File: src/rtl/div_if.sv
// Issue/writeback bundle between the issuing pipeline stage and the divider.
// The master issues divides; the slave (the divider) raises stall and presents HI/LO writes.
interface div_if;
    logic        div_start;
    logic        div_signed;
    logic [31:0] dividend;
    logic [31:0] divisor;
    logic        cancel;
    logic        stall_o;
    logic        hi_we;
    logic        lo_we;
    logic [31:0] hi_wdata;
    logic [31:0] lo_wdata;
    logic        busy;

    modport master (
        output div_start, div_signed, dividend, divisor, cancel,
        input  stall_o, hi_we, lo_we, hi_wdata, lo_wdata, busy
    );

    modport slave (
        input  div_start, div_signed, dividend, divisor, cancel,
        output stall_o, hi_we, lo_we, hi_wdata, lo_wdata, busy
    );
endinterface

File: src/rtl/div_unit.sv
// Multi-cycle 32-bit integer divider (DIV/DIVU): restoring shift-subtract on magnitudes,
// one quotient bit per cycle, with results written to HI (remainder) and LO (quotient).
module div_unit (
    input  logic  clk,
    input  logic  rst,
    div_if.slave  dif
);
    localparam int DATA_W = 32;

    typedef enum logic [1:0] {
        IDLE    = 2'd0,
        DIVZERO = 2'd1,
        BUSY    = 2'd2,
        DONE    = 2'd3
    } state_e;

    state_e              state_q;
    logic [4:0]          cnt_q;
    logic [DATA_W-1:0]   rem_q;
    logic [DATA_W-1:0]   quo_q;
    logic [DATA_W-1:0]   dvs_q;
    logic                qneg_q;
    logic                rneg_q;
    logic                we_q;
    logic [DATA_W-1:0]   hi_q;
    logic [DATA_W-1:0]   lo_q;

    logic [DATA_W:0]     rem_sh;
    logic [DATA_W:0]     rem_sub;
    logic [DATA_W-1:0]   rem_d;
    logic [DATA_W-1:0]   quo_d;
    logic                a_neg;
    logic                b_neg;

    function automatic logic [DATA_W-1:0] cond_neg(input logic [DATA_W-1:0] v, input logic neg);
        return neg ? -v : v;
    endfunction

    assign a_neg = dif.div_signed & dif.dividend[DATA_W-1];
    assign b_neg = dif.div_signed & dif.divisor[DATA_W-1];

    // One restoring step: the quotient register doubles as the dividend shifter.
    always_comb begin
        rem_sh  = {rem_q, quo_q[DATA_W-1]};
        rem_sub = rem_sh - {1'b0, dvs_q};
        if (rem_sh >= {1'b0, dvs_q}) begin
            rem_d = rem_sub[DATA_W-1:0];
            quo_d = {quo_q[DATA_W-2:0], 1'b1};
        end else begin
            rem_d = rem_sh[DATA_W-1:0];
            quo_d = {quo_q[DATA_W-2:0], 1'b0};
        end
    end

    always_ff @(posedge clk or posedge rst) begin
        if (rst) begin
            state_q <= IDLE;
            cnt_q   <= '0;
            rem_q   <= '0;
            quo_q   <= '0;
            dvs_q   <= '0;
            qneg_q  <= 1'b0;
            rneg_q  <= 1'b0;
            we_q    <= 1'b0;
            hi_q    <= '0;
            lo_q    <= '0;
        end else begin
            we_q <= 1'b0;
            hi_q <= '0;
            lo_q <= '0;
            case (state_q)
                IDLE: begin
                    if (dif.div_start && !dif.cancel) begin
                        if (dif.divisor == '0) begin
                            state_q <= DIVZERO;
                        end else begin
                            state_q <= BUSY;
                            cnt_q   <= '0;
                            rem_q   <= '0;
                            quo_q   <= cond_neg(dif.dividend, a_neg);
                            dvs_q   <= cond_neg(dif.divisor, b_neg);
                            qneg_q  <= a_neg ^ b_neg;
                            rneg_q  <= a_neg;
                        end
                    end
                end
                DIVZERO: begin
                    if (dif.cancel) begin
                        state_q <= IDLE;
                    end else begin
                        state_q <= DONE;
                        we_q    <= 1'b1;
                    end
                end
                BUSY: begin
                    if (dif.cancel) begin
                        state_q <= IDLE;
                    end else begin
                        rem_q <= rem_d;
                        quo_q <= quo_d;
                        cnt_q <= cnt_q + 5'd1;
                        // Last bit: sign-correct the magnitudes straight into the write registers.
                        if (cnt_q == 5'd31) begin
                            state_q <= DONE;
                            we_q    <= 1'b1;
                            lo_q    <= cond_neg(quo_d, qneg_q);
                            hi_q    <= cond_neg(rem_d, rneg_q);
                        end
                    end
                end
                DONE: begin
                    state_q <= IDLE;
                end
                default: begin
                    state_q <= IDLE;
                end
            endcase
        end
    end

    assign dif.hi_we    = we_q;
    assign dif.lo_we    = we_q;
    assign dif.hi_wdata = hi_q;
    assign dif.lo_wdata = lo_q;
    assign dif.busy     = (state_q != IDLE);
    // rst gates the combinational start term so stall drops the instant reset is applied.
    assign dif.stall_o  = ~rst & (((state_q == IDLE) & dif.div_start & ~dif.cancel) |
                                  (state_q == BUSY) | (state_q == DIVZERO));
endmodule

File: src/flat_wrapper.sv
// flat-port wrapper written by rule: the top's interface ports become plain ports
module div_unit_flat 
  (clk, rst, dif_div_start, dif_div_signed, dif_dividend, dif_divisor, dif_cancel, dif_stall_o, dif_hi_we, dif_lo_we, dif_hi_wdata, dif_lo_wdata, dif_busy);
  div_if dif_i ();
  input  logic clk;
  input  logic rst;
  input wire logic [$bits(dif_i.div_start)-1:0] dif_div_start;
  input wire logic [$bits(dif_i.div_signed)-1:0] dif_div_signed;
  input wire logic [$bits(dif_i.dividend)-1:0] dif_dividend;
  input wire logic [$bits(dif_i.divisor)-1:0] dif_divisor;
  input wire logic [$bits(dif_i.cancel)-1:0] dif_cancel;
  output wire logic [$bits(dif_i.stall_o)-1:0] dif_stall_o;
  output wire logic [$bits(dif_i.hi_we)-1:0] dif_hi_we;
  output wire logic [$bits(dif_i.lo_we)-1:0] dif_lo_we;
  output wire logic [$bits(dif_i.hi_wdata)-1:0] dif_hi_wdata;
  output wire logic [$bits(dif_i.lo_wdata)-1:0] dif_lo_wdata;
  output wire logic [$bits(dif_i.busy)-1:0] dif_busy;
  assign dif_i.div_start = dif_div_start;
  assign dif_i.div_signed = dif_div_signed;
  assign dif_i.dividend = dif_dividend;
  assign dif_i.divisor = dif_divisor;
  assign dif_i.cancel = dif_cancel;
  assign dif_stall_o = dif_i.stall_o;
  assign dif_hi_we = dif_i.hi_we;
  assign dif_lo_we = dif_i.lo_we;
  assign dif_hi_wdata = dif_i.hi_wdata;
  assign dif_lo_wdata = dif_i.lo_wdata;
  assign dif_busy = dif_i.busy;
  div_unit u_core (.clk(clk), .rst(rst), .dif(dif_i));
endmodule
File: config.mk
export PLATFORM = sky130hd
export DESIGN_NAME = div_unit_flat
export DESIGN_NICKNAME = d
export VERILOG_FILES = /design/src/rtl/div_if.sv /design/src/rtl/div_unit.sv /design/src/flat_wrapper.sv
export SDC_FILE = /design/constraint.sdc
export NUM_CORES = 1
export LEC_CHECK = 0
export CORE_MARGIN = 3
export CORE_UTILIZATION = 60
export DETAILED_ROUTE_END_ITERATION = 7
export PLACE_DENSITY = 0.85
export SLEW_MARGIN = 25
export SYNTH_ARGS = -nofsm -noshare
export SYNTH_HDL_FRONTEND = slang
export SYNTH_SLANG_ARGS = --single-unit
export TNS_END_PERCENT = 50
File: constraint.sdc
create_clock -name clk -period 16.5 [get_ports clk]
set_input_delay 3.3 -clock clk [delete_from_list [all_inputs] [get_ports clk]]
set_output_delay 3.3 -clock clk [all_outputs]
set_load 0.02 [all_outputs]
==> flow_summary.yaml, run 1 <==
setup_path:
  rr_worst_depth: 18
  cp_max_fo: 5
  regToRegSetupSlack_ps: 10720
  crit_start: "dif_cancel"
  path_class: "in -> out"
  cp-endpoint: "dif_stall_o"
  rr_endpoint: "u_core.dif.lo_wdata[26]"
  crit_arrival_ps: 5030
  start_kind: "primary input"
  regToRegStartpoint: "u_core.rem_q[4]"
  cp-end-kind: "primary output"
  cp.required_ps: 13200
finish:
  antenna_cells: 0
  fin_nets: 1594
  fin_cells: 1755
  area_growth_pct: 17.6
  drive_above_1_share: 0.0569
  post-route-util: 0.724
timing:
  rsz0062_at_grt: "no"
  finalSetupViolCount: 0
  period_needed_ps: 8330
  period_share: 0.505
  slew_violations: 0
  tightest_slew_ps: 999
  relSlewSlack: 0.334
  skew_ps: 15.6
  finalHoldViolCount: 0
  fmax_ghz: 0.120
  finalSetupTns_ps: 0
detailed_routing:
  drc_errors: 0
  dr.pass1.iters: 5
  ant_nets: 0
  dr.first_iter.drc_count: 1034
  wl_per_cell_um: 18.0
  viasPerCell: 6.17
  wl_um: 31600
  num_vias: 10830
min_path:
  hold_path_class: "reg -> reg"
  hold_depth: 2
global_route:
  track_usage: 0.297
  grt_pass1_wl_um: 51500
  grt_overflow_total: 0
  grt_pass1_vias: 10277
  antenna_found_initial: 0
  grt_max_degree: 100
clocking:
  holdBufCountCts: 0
  cts.path.max_buffers: 2
  numCtsBuffers: 17
  clockRootBuffer: "clkbuf_16"
  post_cts_resize_count: 0
  clk_pin_slew_worst_paths_ps: 70
  insertion_delay_ps: 450
  cts_setup_buffers: 0
  htreeDepth: 4
  cts_tree: "yes"
  cts_sinks: 170
synthesis:
  synth-seq-cells: 170
  netlist_area_mm2: 0.0116
  async_reset_ff_frac: 1.00
  synthDominantCellAreaShare: 0.366
  syn-mean-instance-area_um2: 8.35
  synth_most_common_cell: "nand2_1"
  ys_seq_area_frac: 0.366
  synth_commonest_cells: "nand2_1 (172), dfrtp_1 (170), nor2_1 (150), o21ai_0 (146), a21oi_1 (107)"
  ys_types: 87
  ys_top_cells_by_area: "dfrtp_1 (37%), o21ai_0 (6.3%), nand2_1 (5.5%)"
  yosysTopAreaCell: "dfrtp_1"
  synth_edf_count: 0
  yosysWarnings: 0
  netlist_instances: 1393
  ys.flop_type: "dfrtp_1"
  syn_nets: 1505
placed_design:
  gp_congestion: 0.960
  dp_cells: 1722
  dpl.hpwl_um: 22700
  portBuffers: 136
pwr:
  clock_power_share: 0.190
  switching_share: 0.470
  p_int_mw: 1.15
  power.density_mw_per_mm2: 158
  p_sw_mw: 1.02
  peakVddDrop_mv: 0.120
  p_seq_frac: 0.283
  power_frac_comb: 0.528
  power_leakage_nw: 5.85
floorplan:
  fp.dieW_um: 145
  dieArea_mm2: 0.0211
  design.core.area_mm2: 0.0189
  start_util: 0.616
  pin_count: 137
  die_y_um: 145
  rows: 50
outcome:
  status: "completed"
flow_run:
  drv_cap: 0
-- power by group through the flow --
stage / sequential, mW / combinational [mW] / clock [mW]
floorplan: 0.580 / 0.886 / 0
global placement: 0.609 / 1.08 / 0
detailed placement: 0.614 / 1.11 / 0
CTS: 0.608 / 1.12 / 0.416
global route: 0.625 / 1.26 / 0.435
finish: 0.612 / 1.14 / 0.411
-- layout by cell type (no fill, tap or decap), types with 5 or more instances in the layout --
| cell type | netlist | final |
|---|---|---|
| nand2_1 | 172 | 170 |
| dfrtp_1 | 170 | 169 |
| nor2_1 | 150 | 149 |
| o21ai_0 | 146 | 146 |
| clkdlybuf4s50_1 | 0 | 136 |
| a21oi_1 | 107 | 107 |
| xor2_1 | 71 | 71 |
| xnor2_1 | 62 | 62 |
| inv_1 | 58 | 57 |
| ha_1 | 42 | 41 |
| nor3_1 | 26 | 26 |
| mux2i_1 | 21 | 21 |
| nor4_1 | 19 | 19 |
| o31ai_1 | 19 | 19 |
| or3_1 | 18 | 18 |
| nand3_1 | 17 | 17 |
| clkbuf_16 | 0 | 17 |
| a31oi_1 | 15 | 15 |
| nand2b_1 | 13 | 13 |
| a21o_1 | 13 | 13 |
| o41ai_1 | 11 | 11 |
| nand4_1 | 10 | 10 |
| or4_1 | 10 | 10 |
| nor2b_1 | 10 | 10 |
| and3_1 | 8 | 8 |
| and2_1 | 7 | 7 |
| inv_6 | 1 | 7 |
| a22o_1 | 6 | 6 |
| o211ai_1 | 6 | 6 |
| a21boi_0 | 6 | 6 |
| o211a_1 | 6 | 6 |
| o21a_1 | 5 | 5 |
| a211oi_1 | 5 | 5 |
| buf_4 | 2 | 5 |
-- worst min path at each step --
stage                           from                to  slack [ps]
floorplan           u_core.dvs_q[27]  u_core.dvs_q[27]         450
global placement    u_core.dvs_q[27]  u_core.dvs_q[27]         470
detailed placement   u_core.dvs_q[0]   u_core.dvs_q[0]         480
CTS                  u_core.dvs_q[0]   u_core.dvs_q[0]         500
global route         u_core.dvs_q[0]   u_core.dvs_q[0]         540
finish               u_core.dvs_q[0]   u_core.dvs_q[0]         490
-- per-stage QoR --
stage          total power [mW]  area, um2  setup slack (ps)  hold WS [ps]
2_1_floorplan              1.47      11600              8600           450
3_3_place_gp               1.69      13100              8180           467
3_5_place_dp               1.72      13100              8160           478
4_1_cts                    2.15      13700              8160           496
5_1_grt                    2.32      13700              8110           540
6_report                   2.17      13700              8170           491
-- per-layer routing --
layer	global-route usage	vias to the layer above	wire length (um)
met5	0	-	0
met4	0.107	0	827
met3	0.0550	69	2360
met2	0.482	485	14900
met1	0.401	5186	13600
li1	-	5090	-
-- final cells by class --
class / instances / area, um2
fillers: 1483 / 5210
repair buffers: 143 / 1440
inverters: 59 / 231
multi-input cells: 1091 / 6840
flip-flops and latches: 170 / 4260
well taps: 260 / 325
clock inverters: 15 / 174
clock buffers: 17 / 425
-- flip-flops by register name (all words and copies together), names as in the netlist --
signal               count
u_core.dvs_q            32
u_core.rneg_q            1
u_core.cnt_q             5
u_core.quo_q            32
u_core.dif.hi_we         1
u_core.rem_q            32
u_core.state_q           2
u_core.dif.hi_wdata     32
u_core.dif.lo_wdata     32
u_core.qneg_q            1
-- critical path, stage by stage --
cell and delay (ps):
clkdlybuf4s50_1 460, nand2b_1 180, or2_2 320, a21oi_1 140, clkdlybuf4s50_1 630
-- kinds of logic after synthesis --
kind of cell    Yosys count  share of synthesized area
buf+inv                 132                     0.0481
mux                      23                     0.0200
compound gates          396                      0.214
xor+xnor                133                      0.100
flops                   170                      0.366
fa+ha+maj                43                     0.0469
simple gates            496                      0.205
Power figures use the tool's default switching activity.
==> run 2, diff against run 1 <==
Settings changed: CORE_UTILIZATION 60 to 52, PLACE_DENSITY 0.85 to 0.78.
Clock period 16.5 ns to 7.1 ns, I/O delays scaled along.
==> run 2 against run 1 <==
Against the previous run:
- core utilization fell by 9.5 points
- die area rose by 15%
- highest routed layer unchanged
- via count down 1.8%
- count of clock-buffer cells in the layout up 2
- setup slack got worse by 6400 ps
- clock power increased by 140%
- critical endpoint is now u_core.quo_q[31]
- critical path type is now in -> reg
- cell count grew 1.4%
- critical path depth rose by 8
==> flow_summary.yaml, run 2 (synthesized netlist as in run 1, its figures left out) <==
clocking:
  cts.path.max_buffers: 2
  post_cts_resize_count: 0
  numCtsBuffers: 17
  clk_pin_slew_worst_paths_ps: 60
  clockRootBuffer: "clkbuf_16"
  cts_tree: "yes"
  cts_setup_buffers: 0
  htreeDepth: 4
  insertion_delay_ps: 440
  cts_sinks: 170
  holdBufCountCts: 0
detailed_routing:
  ant_nets: 0
  viasPerCell: 5.98
  drc_errors: 0
  wl_per_cell_um: 18.3
  dr.first_iter.drc_count: 795
  wl_um: 32500
  dr.pass1.iters: 5
  num_vias: 10636
timing:
  slew_violations: 0
  period_needed_ps: 5360
  final.setup.worst_slack_ps: 1740
  finalSetupTns_ps: 0
  fmax_ghz: 0.187
  relSlewSlack: 0.327
  rsz0062_at_grt: "no"
  tightest_slew_ps: 1010
  finalHoldViolCount: 0
  finalSetupViolCount: 0
  skew_ps: 11.8
  period_share: 0.754
setup_path:
  crit_start: "dif_divisor[9]"
  path_class: "in -> reg"
  crit_family: "simple AND/OR/NAND/NOR gates"
  start_kind: "primary input"
  cp-end-kind: "flop"
  regToRegStartpoint: "u_core.rem_q[4]"
  cp_slowest_stage_delay_ps: 610
  cp.required_ps: 7450
  crit_arrival_ps: 5710
  cp_max_fo: 72
  worst-path-buf-inv: 2
  path_cells: "clkdlybuf4s50_1, nor4_1, nand4_1, nand2b_1, nor4_4, nand2_1, or4_1, nand2b_1, nor2_1, nor2_4, buf_12, a211oi_1, a21oi_1"
  cp_slowest_cell: "nor2_4"
  cpMostUsedCell: "nand2b_1"
global_route:
  track_usage: 0.270
  grt_pass1_vias: 10251
  grt_pass1_wl_um: 52900
  antenna_found_initial: 1
  grt_overflow_total: 0
  grt_max_degree: 73
floorplan:
  start_util: 0.531
  die_y_um: 156
  dieArea_mm2: 0.0242
  design.core.area_mm2: 0.0219
  pin_count: 137
  fp.dieW_um: 156
  rows: 54
placed_design:
  portBuffers: 136
  gp_congestion: 1.03
  dp_slack_ps: 1400
  dpl.hpwl_um: 24000
finish:
  final_common_cell: "nand2_1"
  final_cell_mix: "nand2_1 (171), dfrtp_1 (170), nor2_1 (149)"
  fin_nets: 1597
  area_growth_pct: 18.4
  fill_cells: 1891
  drive_above_1_share: 0.0574
pwr:
  clock_power_share: 0.190
  power_leakage_nw: 5.89
  p_int_mw: 2.73
  p_sw_mw: 2.36
  peakVddDrop_mv: 0.345
  power_frac_comb: 0.534
  p_seq_frac: 0.276
  switching_share: 0.464
  p_total_mw: 5.09
  power.density_mw_per_mm2: 370
min_path:
  hold_path_class: "reg -> reg"
  hold_start: "u_core.dvs_q[29]"
flow_run:
  drv_cap: 0
outcome:
  status: "completed"
[run 2: changes by cell type in the layout (fill, tap and decap cells not counted), sizes merged]
cell	change
bufinv	+1
clkbuf	+2
buf	+3
diode	+1
inv	-3
[run 2: layout make-up]
cell class	instances	area (um2)	share of cell area
multi-input cells	1091	6830	0.496
flip-flops and latches	170	4250	0.309
repair buffers	146	1500	0.109
clock buffers	19	453	0.0329
well taps	280	350	0.0254
inverters	59	231	0.0168
clock inverters	13	154	0.0112
diodes	1	2.50	0.000182
[run 2: final timing paths]
| check | end | slack [ps] | depth (start not counted) |
|---|---|---|---|
| worst max-delay path | u_core.quo_q[31] | 1740 | 13 |
| worst min-delay path | u_core.dvs_q[29] | 480 | 2 |
| worst max register to register | u_core.dif.lo_wdata[30] | 1740 | 18 |
| worst min register to register | u_core.dvs_q[29] | 480 | 2 |
| max in group asynchronous | u_core.dif.hi_wdata[18] | 4620 | 3 |
| min in group asynchronous | u_core.dif.lo_wdata[1] | 1420 | 2 |
[run 2: stage by stage]
stage,std cells,hold WS (ps),utilization,area (um2)
floorplan,1393,450,-,11600
detailed placement,1744,471,0.600,13100
global placement,1743,464,0.598,13100
global route,1779,529,0.629,13800
finish,1779,479,0.629,13800
CTS,1776,486,0.627,13700
[run 2: worst min-delay path, delay by kind of cell, from the launching register on]
family	cells	cell delay [ps]
simple gates	1	40
flops	1	340
compound gates	1	60
[run 2: power groups by stage]
stage               logic, mW  clock network (mW)  registers [mW]
floorplan                2.06                   0            1.35
global placement         2.57                   0            1.42
detailed placement       2.62                   0            1.43
CTS                      2.65               0.983            1.42
global route             3.00                1.02            1.44
finish                   2.72               0.966            1.41
[run 2: metal layers]
layer | GRT usage | vias to the layer above | part of all wire
li1 | - | 5095 | -
met1 | 0.357 | 5107 | 0.42
met2 | 0.466 | 376 | 0.50
met3 | 0.0374 | 58 | 0.062
met4 | 0.0767 | 0 | 0.020
met5 | 0 | - | 0
